==> config.mk <==
export PLATFORM = sky130hd
export DESIGN_NAME = keypad_emulator
export DESIGN_NICKNAME = d
export VERILOG_FILES = /design/src/rtl/keypad_emulator.sv
export SDC_FILE = /design/constraint.sdc
export NUM_CORES = 1
export LEC_CHECK = 0
export CAP_MARGIN = 10
export CORE_ASPECT_RATIO = 1.4
export CORE_UTILIZATION = 25
export DETAILED_ROUTE_END_ITERATION = 12
export PLACE_DENSITY_LB_ADDON = 0.08
export RECOVER_POWER = 25
export SYNTH_ARGS = -nofsm -noshare
export SYNTH_HDL_FRONTEND = slang
export SYNTH_SLANG_ARGS = --single-unit
==> constraint.sdc <==
create_clock -name clk -period 2.7 [get_ports clk]
set_input_delay 0.54 -clock clk [delete_from_list [all_inputs] [get_ports clk]]
set_output_delay 0.54 -clock clk [all_outputs]
set_load 0.02 [all_outputs]
==> src/rtl/keypad_emulator.sv <==
// keypad_emulator: passive 4x4 matrix keypad model.
// Press requests are queued in a small FIFO and replayed one at a time.
// A replayed key pulls its column low whenever the scanner drives its row low.
module keypad_emulator #(
  parameter int unsigned FIFO_DEPTH = 4,
  parameter int unsigned HOLD_WIDTH = 8,
  parameter int unsigned GAP_CYCLES = 16
) (
  input  logic                          clk,
  input  logic                          rst_n,
  input  logic                          req_valid,
  output logic                          req_ready,
  input  logic [3:0]                    req_key,
  input  logic [HOLD_WIDTH-1:0]         req_hold,
  input  logic [3:0]                    row_n,
  output logic [3:0]                    col_n,
  output logic                          held,
  output logic [3:0]                    held_key,
  output logic                          done,
  output logic [$clog2(FIFO_DEPTH):0]   fifo_count
);

  localparam int unsigned PTR_W   = $clog2(FIFO_DEPTH);
  localparam int unsigned CNT_W   = PTR_W + 1;
  localparam int unsigned GAP_W   = $clog2(GAP_CYCLES + 1);
  localparam int unsigned ENTRY_W = 4 + HOLD_WIDTH;

  localparam logic [1:0] S_IDLE = 2'd0;
  localparam logic [1:0] S_HOLD = 2'd1;
  localparam logic [1:0] S_GAP  = 2'd2;

  logic [ENTRY_W-1:0]    r_mem [FIFO_DEPTH];
  logic [PTR_W-1:0]      r_wr_ptr;
  logic [PTR_W-1:0]      r_rd_ptr;
  logic [CNT_W-1:0]      r_count;

  logic [1:0]            r_state;
  logic [HOLD_WIDTH-1:0] r_hold_cnt;
  logic [GAP_W-1:0]      r_gap_cnt;
  logic [3:0]            r_held_key;
  logic                  r_held;
  logic                  r_done;

  logic                  w_full;
  logic                  w_push;
  logic                  w_pop;
  logic [ENTRY_W-1:0]    w_rd_entry;
  logic [3:0]            w_rd_key;
  logic [HOLD_WIDTH-1:0] w_rd_hold;

  logic [1:0]            w_state_nxt;
  logic [HOLD_WIDTH-1:0] w_hold_nxt;
  logic [GAP_W-1:0]      w_gap_nxt;
  logic [3:0]            w_key_nxt;
  logic                  w_held_nxt;
  logic                  w_done_nxt;

  logic [7:0]            w_pos;
  logic [3:0]            w_key_row_n;
  logic [3:0]            w_key_col_n;

  // Matrix position of a key as {row pattern, column pattern}, both active-low.
  function automatic logic [7:0] key_pos(input logic [3:0] key);
    logic [7:0] pos;
    case (key)
      4'hF:    pos = 8'b0111_0111;
      4'hE:    pos = 8'b0111_1011;
      4'hD:    pos = 8'b0111_1101;
      4'hC:    pos = 8'b0111_1110;
      4'hB:    pos = 8'b1011_0111;
      4'h3:    pos = 8'b1011_1011;
      4'h6:    pos = 8'b1011_1101;
      4'h9:    pos = 8'b1011_1110;
      4'hA:    pos = 8'b1101_0111;
      4'h2:    pos = 8'b1101_1011;
      4'h5:    pos = 8'b1101_1101;
      4'h8:    pos = 8'b1101_1110;
      4'h0:    pos = 8'b1110_0111;
      4'h1:    pos = 8'b1110_1011;
      4'h4:    pos = 8'b1110_1101;
      default: pos = 8'b1110_1110;
    endcase
    return pos;
  endfunction

  assign w_full     = (r_count == CNT_W'(FIFO_DEPTH));
  assign w_push     = req_valid && !w_full;
  assign w_pop      = (r_state == S_IDLE) && (r_count != '0);
  assign w_rd_entry = r_mem[r_rd_ptr];
  assign w_rd_key   = w_rd_entry[ENTRY_W-1:HOLD_WIDTH];
  assign w_rd_hold  = w_rd_entry[HOLD_WIDTH-1:0];

  assign req_ready  = !w_full;
  assign fifo_count = r_count;
  assign held       = r_held;
  assign held_key   = r_held_key;
  assign done       = r_done;

  // Zero-latency column readout, like a physical switch matrix.
  assign w_pos       = key_pos(r_held_key);
  assign w_key_row_n = w_pos[7:4];
  assign w_key_col_n = w_pos[3:0];
  assign col_n = (r_held && ((~row_n & ~w_key_row_n) != 4'b0000)) ? w_key_col_n : 4'b1111;

  // Request storage; contents need no reset since the pointers define validity.
  always_ff @(posedge clk) begin
    if (w_push) r_mem[r_wr_ptr] <= {req_key, req_hold};
  end

  // FIFO pointers and occupancy; pointers wrap naturally at a power-of-two depth.
  always_ff @(posedge clk or negedge rst_n) begin
    if (!rst_n) begin
      r_wr_ptr <= '0;
      r_rd_ptr <= '0;
      r_count  <= '0;
    end else begin
      if (w_push) r_wr_ptr <= r_wr_ptr + PTR_W'(1);
      if (w_pop)  r_rd_ptr <= r_rd_ptr + PTR_W'(1);
      if (w_push && !w_pop)      r_count <= r_count + CNT_W'(1);
      else if (w_pop && !w_push) r_count <= r_count - CNT_W'(1);
    end
  end

  // Press sequencer state register.
  always_ff @(posedge clk or negedge rst_n) begin
    if (!rst_n) begin
      r_state    <= S_IDLE;
      r_hold_cnt <= '0;
      r_gap_cnt  <= '0;
      r_held_key <= 4'h0;
      r_held     <= 1'b0;
      r_done     <= 1'b0;
    end else begin
      r_state    <= w_state_nxt;
      r_hold_cnt <= w_hold_nxt;
      r_gap_cnt  <= w_gap_nxt;
      r_held_key <= w_key_nxt;
      r_held     <= w_held_nxt;
      r_done     <= w_done_nxt;
    end
  end

  // Press sequencer next state: pop -> hold for max(hold,1) -> release gap.
  always_comb begin
    w_state_nxt = r_state;
    w_hold_nxt  = r_hold_cnt;
    w_gap_nxt   = r_gap_cnt;
    w_key_nxt   = r_held_key;
    case (r_state)
      S_IDLE: begin
        if (w_pop) begin
          w_key_nxt   = w_rd_key;
          w_hold_nxt  = (w_rd_hold == '0) ? HOLD_WIDTH'(1) : w_rd_hold;
          w_state_nxt = S_HOLD;
        end
      end
      S_HOLD: begin
        if (r_hold_cnt == HOLD_WIDTH'(1)) begin
          w_gap_nxt   = GAP_W'(GAP_CYCLES);
          w_state_nxt = S_GAP;
        end else begin
          w_hold_nxt = r_hold_cnt - HOLD_WIDTH'(1);
        end
      end
      S_GAP: begin
        if (r_gap_cnt == GAP_W'(1)) w_state_nxt = S_IDLE;
        else                        w_gap_nxt   = r_gap_cnt - GAP_W'(1);
      end
      default: w_state_nxt = S_IDLE;
    endcase
    w_held_nxt = (w_state_nxt == S_HOLD);
    w_done_nxt = (w_state_nxt == S_HOLD) && (w_hold_nxt == HOLD_WIDTH'(1));
  end

endmodule

* Yosys cells after proc, flatten, opt, wreduce, memory -nomap -nowiden
Memories as Yosys holds them, arrays and structs flattened.
Cells that the tools add are included.
** Storage, ports and cells
- Register bits :: 28
- Memory bits (writable) :: 48
- Input port bits :: 19
- Logic and storage cells :: 62
- Bits in read-only memories :: 128
- Output and inout bits :: 14
- Memories :: 2
** Operators by class
- Reductions and logical operators :: 17
- Add/subtract/negate cells :: 6
- Bitwise gates (word level) :: 3
- Muxes and demuxes :: 16
- Eq/ne operators :: 9
** Memory list
- (name not given) :: words 16, width 8, rd ports 1, clocked after Yosys merged registers in 0, write ports 0, line 65 : case (key)
- r_mem :: words 4, width 12, rd ports 1, clocked after Yosys merged registers in 0, write ports 1, line 32 : logic [ENTRY_W-1:0] r_mem [FIFO_DEPTH];
** Operator list (count)
- 2-to-1 mux 8 bit :: 3
- equality test 8 x 1 -> 1 bit, second input constant :: 2
- case mux 8 bit (2 select lines) :: 1
- 2-to-1 mux 5 bit :: 2
- case mux 5 bit (2 select lines) :: 1
- logical NOT 8 bit :: 1
- inverter 4 bit :: 2
- subtractor 8 x 1 -> 8 bit, second input constant :: 1
- logical AND 1 bit :: 6
- 2-to-1 mux 2 bit :: 3
- 2-to-1 mux 3 bit :: 2
- case mux 2 bit (3 select lines) :: 1
- equality test 5 x 1 -> 1 bit, second input constant :: 1
- subtractor 5 x 1 -> 5 bit, second input constant :: 1
- adder 2 x 1 -> 2 bit, second input constant :: 2
- AND 4 bit :: 1
- equality test 2 x 1 -> 1 bit, second input constant :: 2
- 2-to-1 mux 4 bit :: 1
- inequality test 2 bit, second input constant :: 2
- nonzero test 2 bit :: 2
- nonzero test 4 bit :: 1
- adder 3 x 1 -> 3 bit, second input constant :: 1
- equality test 3 bit, second input constant :: 1
- logical NOT 1 bit :: 3
- other kinds (7) :: 8

* Longest topological paths before layout
Gate-level depths: netlist of run 1.
- Depth in word-level cells :: 7
- Mapped depth :: 11
- Gate-level depth less buffers :: 10

* Worst setup path before layout of run 1
Ideal clock, no wire load.
- Path kind :: register to output
- From :: reg r_held_key[0], in the netlist held_key[0]
- To :: out col_n[1]
- Path buffers :: 0
- Cell stages (with the launch flop) :: 9
- Slack :: 0.207 ns
- Required time :: 2.160 ns
- Data arrival time :: 1.953 ns
- Path through :: dfrtp_1 inv_1 ha_1 mux2_2 o21ai_0 o22ai_1 a222oi_1 nor2b_1 nand3_1
** Between the ends
- Word-level cells in the longest chain between the ends :: 6
** Ends and longest elaborated chain
- start, declared :: line 40 : logic [3:0] r_held_key;
- start signal, assigned :: line 137 : r_held_key <= w_key_nxt;
- memory (16 x 8 bit) (*)
- inverter 4 bit :: line 103 : assign col_n = (r_held && ((~row_n & ~w_key_row_n) != 4'b0000)) ? w_key_col_n : 4'b1111;
- AND 4 bit :: line 103
- nonzero test 4 bit :: line 103
- logical AND 1 bit :: line 103
- 2-to-1 mux 4 bit (*) :: line 103
- end, declared :: line 16 : output logic [3:0] col_n,
Every way passes the cells marked *; elsewhere a longest branch is shown, timed or not.

* Worst setup path after layout of run 1
- From :: reg r_held_key[1], in the netlist held_key[1]
- To :: out col_n[1]
Same word-level chain as after synthesis.

==> summary.txt, run 1 <==
Run status
  – Status: complete, no violations

Global routing
  – Grt total ovfl: 0
  – Overall Global Routing Usage: 11.2%
  – Largest net degree at the start of global routing: 29
  – Vias in the first global route: 2354
  – First-pass GRT wire length: 12800 µm
  – Initial antenna violation count: 0

Setup path
  – Crit end category: output port
  – Bufs and invs on worst path: 2
  – Reg2Reg Launch Point: r_state[1]
  – Reg2reg path depth: 8
  – Largest delay share family, worst path: compound AO/OA/AOI/OAI gates
  – CP peak stage delay: 0.41 ns
  – CP Launch Type: flop
  – CP Capture Point: col_n[1]
  – Worst-path cell chain: buf_4, ha_1, mux2i_1, o21a_1, o22ai_1, a222oi_1, nor2b_1, nand3_1, buf_6
  – Crit-path max FO: 5
  – Reg2reg setup slack: 0.43 ns
  – Stages on the worst setup path: 9
  – WP data required: 2.16 ns
  – Slowest-stage cell, CP: dfrtp_1
  – Crit Path Class: flop to output port
  – Crit path from: held_key[1]
  – Worst reg2reg endpoint: done
  – WP data arrival: 2.12 ns

Die
  – Die height: 146 µm
  – Num ports: 33
  – Die Footprint: 15300 µm²
  – Starting Density: 25.6%
  – Cell row count: 52
  – Core Region: 14400 µm²
  – Die X: 105 µm

Worst hold path
  – Min-Delay Path Class: flop to flop

Flow run
  – # Max-Cap Violations: 0

Timing
  – Fmax: 375 MHz
  – RSZ-0062 raised after global routing: yes
  – Tmin final: 2.66 ns
  – Slew @ Worst Pin: 0.560 ns
  – Final worst slack: 0.0351 ns
  – Tcrit/Tclk final: 98.7%
  – Max_slew headroom: 62.2%
  – Final Hold Fails: 0
  – Worst Clk Skew: 0.00527 ns
  – Max-slew violations: 0
  – Setup violators final: 0

Routing
  – Initial drt markers: 91
  – DRC Markers: 0
  – Via count: 2269
  – Routed WL: 7930 µm
  – Post-route ant nets: 0
  – First drt pass iteration count: 4
  – Vias/cell: 4.43
  – DR WL/cell: 15.5 µm

Synthesis
  – Seq cells post-synth: 76
  – Syn nets: 304
  – Fraction of registers with async set/reset: 36.8%
  – Warnings, synthesis: 0
  – EDFF count, synth: 48
  – Cell taking the most area after synthesis: edfxtp_1
  – Synth Flop Type: edfxtp_1
  – Mapped Area: 3700 µm²
  – Seq/Total Area, Yosys: 57.9%
  – Avg Synthesized Cell Area: 14.0 µm²
  – Post-synthesis cell count: 265
  – Top-area cell type share of the netlist area: 39.0%
  – Synth unique cells: 58
  – Synth top area cells: edfxtp_1 39%, dfrtp_1 19%, ha_1 6.4%

Clocking
  – Max clock buf depth: 2
  – Clk slew on worst S/H paths: 0.06 ns
  – CTS buffer count: 9
  – Root buf cell: clkbuf_16
  – Post-CTS setup buffers: 0
  – CTS sink count: 76
  – Clock Latency Late Sink: 0.33 ns
  – CTS HTree Levels: 3
  – CTS Hold Bufs: 0
  – CTS tree: built

Placed design
  – PortBufs: 32
  – Dpl hpwl: 5750 µm
  – Dpl ws: -0.150 ns
  – GP Congestion: 0.708
  – Inst Count DP: 496

Final layout
  – Post-layout nets: 357
  – P&R area growth vs syn: 25.6%
  – Layout cells sized above 1: 20.1%
  – Fin util: 32.2%
  – Number of diodes: 0
  – Final non-filler cell total: 512

Pwr
  – Tot Pwr: 3.24 mW
  – Leakage power: 1.78 nW
  – Worst VDD drop: 0.299 mV
  – Pwr/cell area: 698 nW/µm²
[per-layer routing]
| layer | track usage, % | wire length, µm | up-vias |
|---|---|---|---|
| li1 | - | - | 1106 |
| met1 | 12.7 | 3280 | 1133 |
| met2 | 19.9 | 4370 | 23 |
| met3 | 2.42 | 156 | 7 |
| met4 | 4.86 | 126 | 0 |
| met5 | 0 | 0 | - |
[per-stage QoR]
step                instance area, µm²  setup TNS, ns  hold slack (ns)
detailed placement                4330         -0.506            0.529
CTS                               4620              0            0.538
floorplan                         3700              0            0.244
global placement                  4330         -0.470            0.536
global route                      4650         -0.327            0.556
finish                            4650              0            0.537
[cell type report]
class | count | area, µm²
tap | 189 | 236
clock buffer | 9 | 225
multi-input combinational | 164 | 1440
sequential | 76 | 2140
fill | 1483 | 9800
inverter | 18 | 67.6
timing repair buffer | 49 | 449
clock inverter | 7 | 83.8
[how the worst min path moves through the flow]
stage	depth (start not counted)	startpoint	slack [ns]	to
6_report	1	r_gap_cnt[0]	0.54	r_gap_cnt[0]
5_1_grt	1	r_gap_cnt[0]	0.56	r_gap_cnt[0]
4_1_cts	1	r_gap_cnt[0]	0.54	r_gap_cnt[0]
3_5_place_dp	1	r_gap_cnt[0]	0.53	r_gap_cnt[0]
3_3_place_gp	1	r_gap_cnt[0]	0.54	r_gap_cnt[0]
2_1_floorplan	0	rst_n	0.24	done
[synth_stat cells (3+ instances only)]
library cell  count
a21oi_1           4
and2_1            3
and3_1            4
clkbuf_1          3
dfrtp_1          28
edfxtp_1         48
ha_1             19
inv_1            17
mux2_2            4
mux2i_1           4
mux4_1            6
mux4_2            6
nand2_1          28
nand2b_1          4
nand3_1           4
nor2_1           12
nor2b_1           4
o21ai_0          14
o31ai_1           3
xnor2_1           4
[registers in the layout, indices dropped and copies added, names as in the netlist]
signal / cells
r_mem: 48
r_state: 2
fifo_count: 3
r_rd_ptr: 2
done: 1
r_hold_cnt: 8
r_wr_ptr: 2
held: 1
held_key: 4
r_gap_cnt: 5
[cells by family after synthesis]
kind of cell    Yosys count  share of synthesized area, %
simple gates             74                          11.2
mux                      20                          10.2
flops                    76                          57.9
xor+xnor                  6                          1.42
compound gates           44                          9.10
fa+ha+maj                20                          6.97
buf+inv                  25                          3.25
[where the power goes]
part / internal, mW / leakage [nW] / switching, mW
Sequential: 1.44 / 0.777 / 0.0819
Clock: 0.732 / 0.149 / 0.507
Combinational: 0.219 / 0.859 / 0.267
Total: 2.39 / 1.78 / 0.855
[timing repair]
| action | CTS | global route |
|---|---|---|
| gates resized for setup | 18 | 10 |
| pin swaps | 1 | 5 |
| setup endpoints to repair | 4 | 4 |
[cell usage in the layout, fill, tap and decap left out, drive strengths merged, types with 5 or more instances in the layout]
cell type	count
dlygate4sd3	11
buf	21
ha	19
edfxtp	48
nand2b	5
clkdlybuf4s50	17
nor2	12
nand2	28
mux4	12
dfrtp	28
clkbuf	9
o21ai	15
inv	21
No activity file was read; power rests on OpenSTA's default activity.
==> run 2: changes to the inputs <==
--- a/config.mk
+++ b/config.mk
@@ -5,7 +5,7 @@
 export SDC_FILE = /design/constraint.sdc
 export NUM_CORES = 1
 export LEC_CHECK = 0
-export CAP_MARGIN = 10
+export CAP_MARGIN = 20
 export CORE_ASPECT_RATIO = 1.4
 export CORE_UTILIZATION = 25
 export DETAILED_ROUTE_END_ITERATION = 12
==> constraint.sdc (replaced) <==
create_clock -name clk -period 2.65 [get_ports clk]
set_input_delay 0.53 -clock clk [delete_from_list [all_inputs] [get_ports clk]]
set_output_delay 0.53 -clock clk [all_outputs]
set_load 0.02 [all_outputs]
==> run 2 against run 1 <==
Net effect:
- the run now ends with max-capacitance violations, max-slew violations left
- first-iteration DRC count is 15% lower
- critical endpoint unchanged
- critical path type unchanged
- via count grew 0.44%
- hold slack better by 0.0017 ns
- clock power grew 9%
- combinational power grew 2%
- die area did not move
- largest cell class unchanged
==> summary.txt, run 2 (synthesis gave the netlist of run 1 again) <==
Worst hold path
  – Min-Delay Path Class: flop to flop
  – Start point of the worst hold path: r_gap_cnt[0]

Setup path
  – Slowest-stage cell, CP: dfrtp_1
  – Crit end category: output port
  – Worst-path cell chain: inv_2, buf_4, ha_1, o31ai_1, a222oi_1, nor2b_1, nand3_1, buf_6
  – Crit-path max FO: 4
  – Largest delay share family, worst path: flip-flops
  – WP data required: 2.12 ns
  – Crit Path Class: flop to output port
  – CP peak stage delay: 0.41 ns
  – WP data arrival: 2.11 ns
  – CP Launch Type: flop
  – Crit path from: held_key[0]
  – Bufs and invs on worst path: 3
  – Reg2Reg Launch Point: r_state[1]

Routing
  – Via count: 2279
  – Routed WL: 8020 µm
  – Post-route ant nets: 0
  – First drt pass iteration count: 4
  – Vias/cell: 4.41
  – DR WL/cell: 15.5 µm
  – DRC Markers: 0
  – Initial drt markers: 77

Timing
  – Max_slew headroom: -12.1%
  – Setup violators final: 0
  – Final worst slack: 0.00855 ns
  – Tmin final: 2.64 ns
  – Max-slew violations: 29
  – Hold WS: 0.539 ns
  – Fmax: 379 MHz
  – Fin Setup TNS: 0 ns
  – RSZ-0062 raised after global routing: yes
  – Worst Clk Skew: 0.00918 ns
  – Tcrit/Tclk final: 99.7%
  – Final Hold Fails: 0
  – Slew @ Worst Pin: 1.68 ns

Die
  – Die X: 105 µm
  – Cell row count: 52
  – Starting Density: 25.6%
  – Die height: 146 µm
  – Core Region: 14400 µm²
  – Die Footprint: 15300 µm²
  – Num ports: 33

Placed design
  – GP Congestion: 0.703
  – PortBufs: 32
  – Dpl ws: -0.192 ns
  – Placed cell areas: 4350 µm²
  – Dpl hpwl: 5830 µm

Clocking
  – Max clock buf depth: 2
  – Clk slew on worst S/H paths: 0.06 ns
  – CTS HTree Levels: 3
  – CTS tree: built
  – CTS buffer count: 9
  – CTS sink count: 76
  – Clock Latency Late Sink: 0.34 ns
  – Root buf cell: clkbuf_16

Final layout
  – Biggest register: r_mem
  – Post-route cell area: 4730 µm²
  – Post-layout nets: 362
  – Most frequent cells in the layout: 48 x edfxtp_1, 28 x nand2_1, 27 x dfrtp_1
  – Max reg flops: 48
  – Layout cells sized above 1: 22.3%
  – Most common cell after layout, fill and taps aside: edfxtp_1
  – Number of diodes: 0
  – P&R area growth vs syn: 28.0%
  – Largest regs: r_mem: 48 flops, r_hold_cnt: 8 flops, r_gap_cnt: 5 flops

Pwr
  – Leakage power: 1.81 nW
  – Worst VDD drop: 0.293 mV
  – Pwr/cell area: 715 nW/µm²
  – Tot Pwr: 3.39 mW

Global routing
  – First-pass GRT wire length: 12900 µm
  – Vias in the first global route: 2393
  – Overall Global Routing Usage: 11.3%
  – Grt total ovfl: 0
  – Initial antenna violation count: 0
  – Largest net degree at the start of global routing: 29

Run status
  – Status: finished with violations
  – Failing checks: max-capacitance violations, max-slew violations

Flow run
  – # Max-Cap Violations: 1
-- run 2: cell count changes in the layout (fill, tap and decap cells not counted), sizes merged --
cell	previous run	this run
dlygate4sd3	11	12
clkdlybuf4s50	17	16
clkinv	2	1
bufinv	1	2
buf	21	25
clkbuf	9	10
-- run 2: path summary, 6_finish.rpt --
path,end,slack (ns),cells after the start
worst max-delay path,col_n[1],0.009,8
worst min-delay path,r_gap_cnt[0],0.54,1
max in group asynchronous,held_key[1],0.46,2
min in group asynchronous,r_rd_ptr[1],1.10,2
worst min register to register,r_gap_cnt[0],0.54,1
worst max register to register,done,0.38,8
-- run 2: through the flow --
stage / utilization (%) / std cells
after floorplan: - / 265
after global placement: 30.1 / 499
after CTS: 32.4 / 515
after global routing: 32.8 / 517
after detailed placement: 30.1 / 499
final: 32.8 / 517
-- run 2: repair_timing --
action,CTS,global route
endpoints found under the setup margin,4,4
buffers inserted,0,2
pin swaps,4,5
resized for setup,20,16
hold buffers,0,0
-- run 2: area by class of cell --
cell class	count	area, µm²
multi-input cells	164	1460
repair buffers	54	494
clock inverters	7	105
clock buffers	9	225
fillers	1494	9710
inverters	18	67.6
well taps	189	236
flip-flops and latches	76	2140
-- run 2: worst register-to-register path, stage by stage, from the launching register on --
cell,delay [ns]
dfrtp_1,0.40
inv_1,0.12
ha_1,0.22
nor4b_1,0.38
a21o_1,0.34
o21ai_0,0.15
o21bai_2,0.23
nor4b_2,0.08
and4b_1,0.23
-- run 2: routing by layer --
layer | vias up | share of wire (%) | global-route usage [%]
met5 | - | 0 | 0
met4 | 0 | 2.4 | 5.92
met3 | 11 | 2.0 | 1.88
met2 | 35 | 55 | 20.6
met1 | 1118 | 40 | 12.4
li1 | 1115 | - | -
-- run 2: power breakdown --
part,switching [mW],total [mW],internal (mW)
clock,0.507,1.35,0.839
combinational,0.275,0.496,0.221
sequential,0.0805,1.54,1.46
==> run 3: changes to the inputs <==
--- a/config.mk
+++ b/config.mk
@@ -8,7 +8,9 @@
 export CAP_MARGIN = 20
 export CORE_ASPECT_RATIO = 1.4
 export CORE_UTILIZATION = 25
+export CTS_CLUSTER_SIZE = 12
 export DETAILED_ROUTE_END_ITERATION = 12
+export DONT_BUFFER_PORTS = 1
 export PLACE_DENSITY_LB_ADDON = 0.08
 export RECOVER_POWER = 25
 export SYNTH_ARGS = -nofsm -noshare
==> run 3 against run 2 <==
Net effect:
- the flow still finishes with violations (max-capacitance violations, max-slew violations)
- first-iteration DRC count rose by 6.5%
- clock power fell by 13%
- combinational power fell by 23%
- clock-buffer cell count did not move
- utilization fell by 2.7 points
- register-to-register slack got worse by 0.02 ns
- via count fell by 4.5%
- cell area fell by 8.1%
- hold slack got worse by 0.25 ns
- flip-flop and latch count did not move
- clock skew fell by 0.0022 ns
- critical endpoint unchanged
==> summary.txt, run 3 (synthesis gave the netlist of run 1 again) <==
Final layout
  – Final non-filler cell total: 482
  – FF+latch area: 2140 µm²
  – Number of fill cells: 1494
  – Max reg flops: 48
  – Post-layout nets: 327
  – Largest regs: r_mem: 48 flops, r_hold_cnt: 8 flops, r_gap_cnt: 5 flops
  – P&R area growth vs syn: 17.6%
  – Biggest register: r_mem
  – Most frequent cells in the layout: 48 x edfxtp_1, 28 x dfrtp_1, 25 x nand2_1
  – Layout cells sized above 1: 23.5%
  – Multi-input logic area: 1480 µm²
  – Number of diodes: 0
  – Most common cell after layout, fill and taps aside: edfxtp_1

Clocking
  – Clk slew on worst S/H paths: 0.06 ns
  – CTS tree: built
  – Clock Latency Late Sink: 0.34 ns
  – CTS sink count: 76
  – CTS HTree Levels: 3
  – Root buf cell: clkbuf_16
  – CTS buffer count: 9
  – Max clock buf depth: 2

Routing
  – Routed WL: 8060 µm
  – DR WL/cell: 16.7 µm
  – Met3 WL: 259 µm
  – DRC Markers: 0
  – Post-route ant nets: 0
  – Initial drt markers: 82
  – Met2 Wirelength: 4380 µm
  – Vias/cell: 4.51
  – Met1 wire length: 3260 µm
  – Top sig layer: met4
  – Via count: 2176
  – First drt pass iteration count: 4

Setup path
  – Reg2reg path depth: 8
  – Crit Path Class: flop to output port
  – WP data arrival: 2.08 ns
  – Worst reg2reg endpoint: fifo_count[2]
  – Reg2Reg Launch Point: fifo_count[0]
  – Crit end category: output port
  – Reg2reg setup slack: 0.36 ns
  – WP data required: 2.12 ns
  – Crit-path max FO: 4
  – CP Launch Type: flop

Pwr
  – Comb power frac: 12.2%
  – Tot Pwr: 3.13 mW
  – Flop pwr share: 50.5%
  – Pwr/cell area: 719 nW/µm²
  – P_sw: 0.854 mW
  – Internal: 2.27 mW
  – Leakage power: 1.65 nW
  – Clock power frac: 37.3%
  – Sw Share: 27.3%
  – Worst VDD drop: 0.265 mV

Die
  – Num ports: 33
  – Die Footprint: 15300 µm²
  – Starting Density: 25.6%
  – Die X: 105 µm
  – Cell row count: 52
  – Core Region: 14400 µm²
  – Die height: 146 µm

Timing
  – Worst Clk Skew: 0.00700 ns
  – Final Hold Fails: 0
  – Tmin final: 2.61 ns
  – Max-slew violations: 29
  – RSZ-0062 raised after global routing: yes
  – Setup violators final: 0
  – Hold WS: 0.286 ns
  – Fmax: 383 MHz
  – Tcrit/Tclk final: 98.5%
  – Max_slew headroom: -12.5%
  – Slew @ Worst Pin: 1.69 ns
  – Fin Setup TNS: 0 ns

Worst hold path
  – Worst Hold End: r_mem[0][6]
  – Start point of the worst hold path: req_hold[6]
  – Min-Delay Path Class: input port to flop
  – Worst Hold Path Cells: 0

Placed design
  – Dpl hpwl: 5710 µm
  – GP Congestion: 0.704
  – PortBufs: 0
  – Inst Count DP: 463

Run status
  – Failing checks: max-capacitance violations, max-slew violations
  – Status: finished with violations

Global routing
  – Largest net degree at the start of global routing: 29
  – Grt total ovfl: 0
  – First-pass GRT wire length: 12900 µm
  – Vias in the first global route: 2291
  – Initial antenna violation count: 0
  – Overall Global Routing Usage: 11.4%

Flow run
  – # Max-Cap Violations: 1
==> run 3: layer usage <==
metal / up-vias / global-route usage (%)
met5: - / 0
met4: 0 / 5.56
met3: 12 / 2.91
met2: 35 / 20.0
met1: 1088 / 12.7
li1: 1041 / -
==> run 3: repair_timing <==
action | in CTS | in global routing
pin swaps | 3 | 0
hold buffers | 1 | 0
resized for setup | 9 | 6
setup endpoints to repair | 4 | 4
endpoints found under the hold margin | 28 | 0
buffers inserted | 2 | 0
==> run 3: final cells by class <==
type                       count  area share [%]
sequential                    76            49.3
multi-input combinational    164            34.0
tap                          189            5.44
clock buffer                   9            5.18
timing repair buffer          19            3.28
inverter                      18            1.55
clock inverter                 7            1.32
==> run 3: power groups by stage <==
| stage | Clock [mW] | Combinational, mW | Sequential (mW) |
|---|---|---|---|
| finish | 1.17 | 0.381 | 1.58 |
| global route | 1.25 | 0.445 | 1.60 |
| CTS | 1.21 | 0.405 | 1.58 |
| detailed placement | 0 | 0.391 | 1.61 |
| global placement | 0 | 0.382 | 1.60 |
| floorplan | 0 | 0.257 | 1.58 |
==> run 3: worst max path at each step <==
stage | slack [ns] | startpoint | cells after the start | to
2_1_floorplan | 0.17 | held_key[0] | 8 | col_n[1]
3_3_place_gp | 0.20 | held_key[0] | 8 | col_n[1]
3_5_place_dp | 0.12 | held_key[0] | 8 | col_n[1]
4_1_cts | 0.009 | held_key[0] | 8 | col_n[1]
5_1_grt | -0.04 | held_key[0] | 8 | col_n[0]
6_report | 0.04 | held_key[0] | 8 | col_n[1]
==> run 3: worst max-delay path, cell delays in order, from the launching register on <==
cell	delay (ns)
dfrtp_1	0.40
buf_6	0.13
ha_4	0.15
mux2_4	0.26
o21ai_2	0.10
o22ai_1	0.08
a222oi_1	0.35
nor2b_2	0.14
nand3_2	0.14
==> run 3: stage by stage <==
step / util [%] / setup WS [ns] / area [µm²]
after floorplan: - / 0.167 / 3700
after global placement: 27.7 / 0.204 / 4000
after detailed placement: 27.7 / 0.124 / 4000
after CTS: 30.1 / 0.00879 / 4350
after global routing: 30.1 / -0.0439 / 4350
final: 30.1 / 0.0402 / 4350
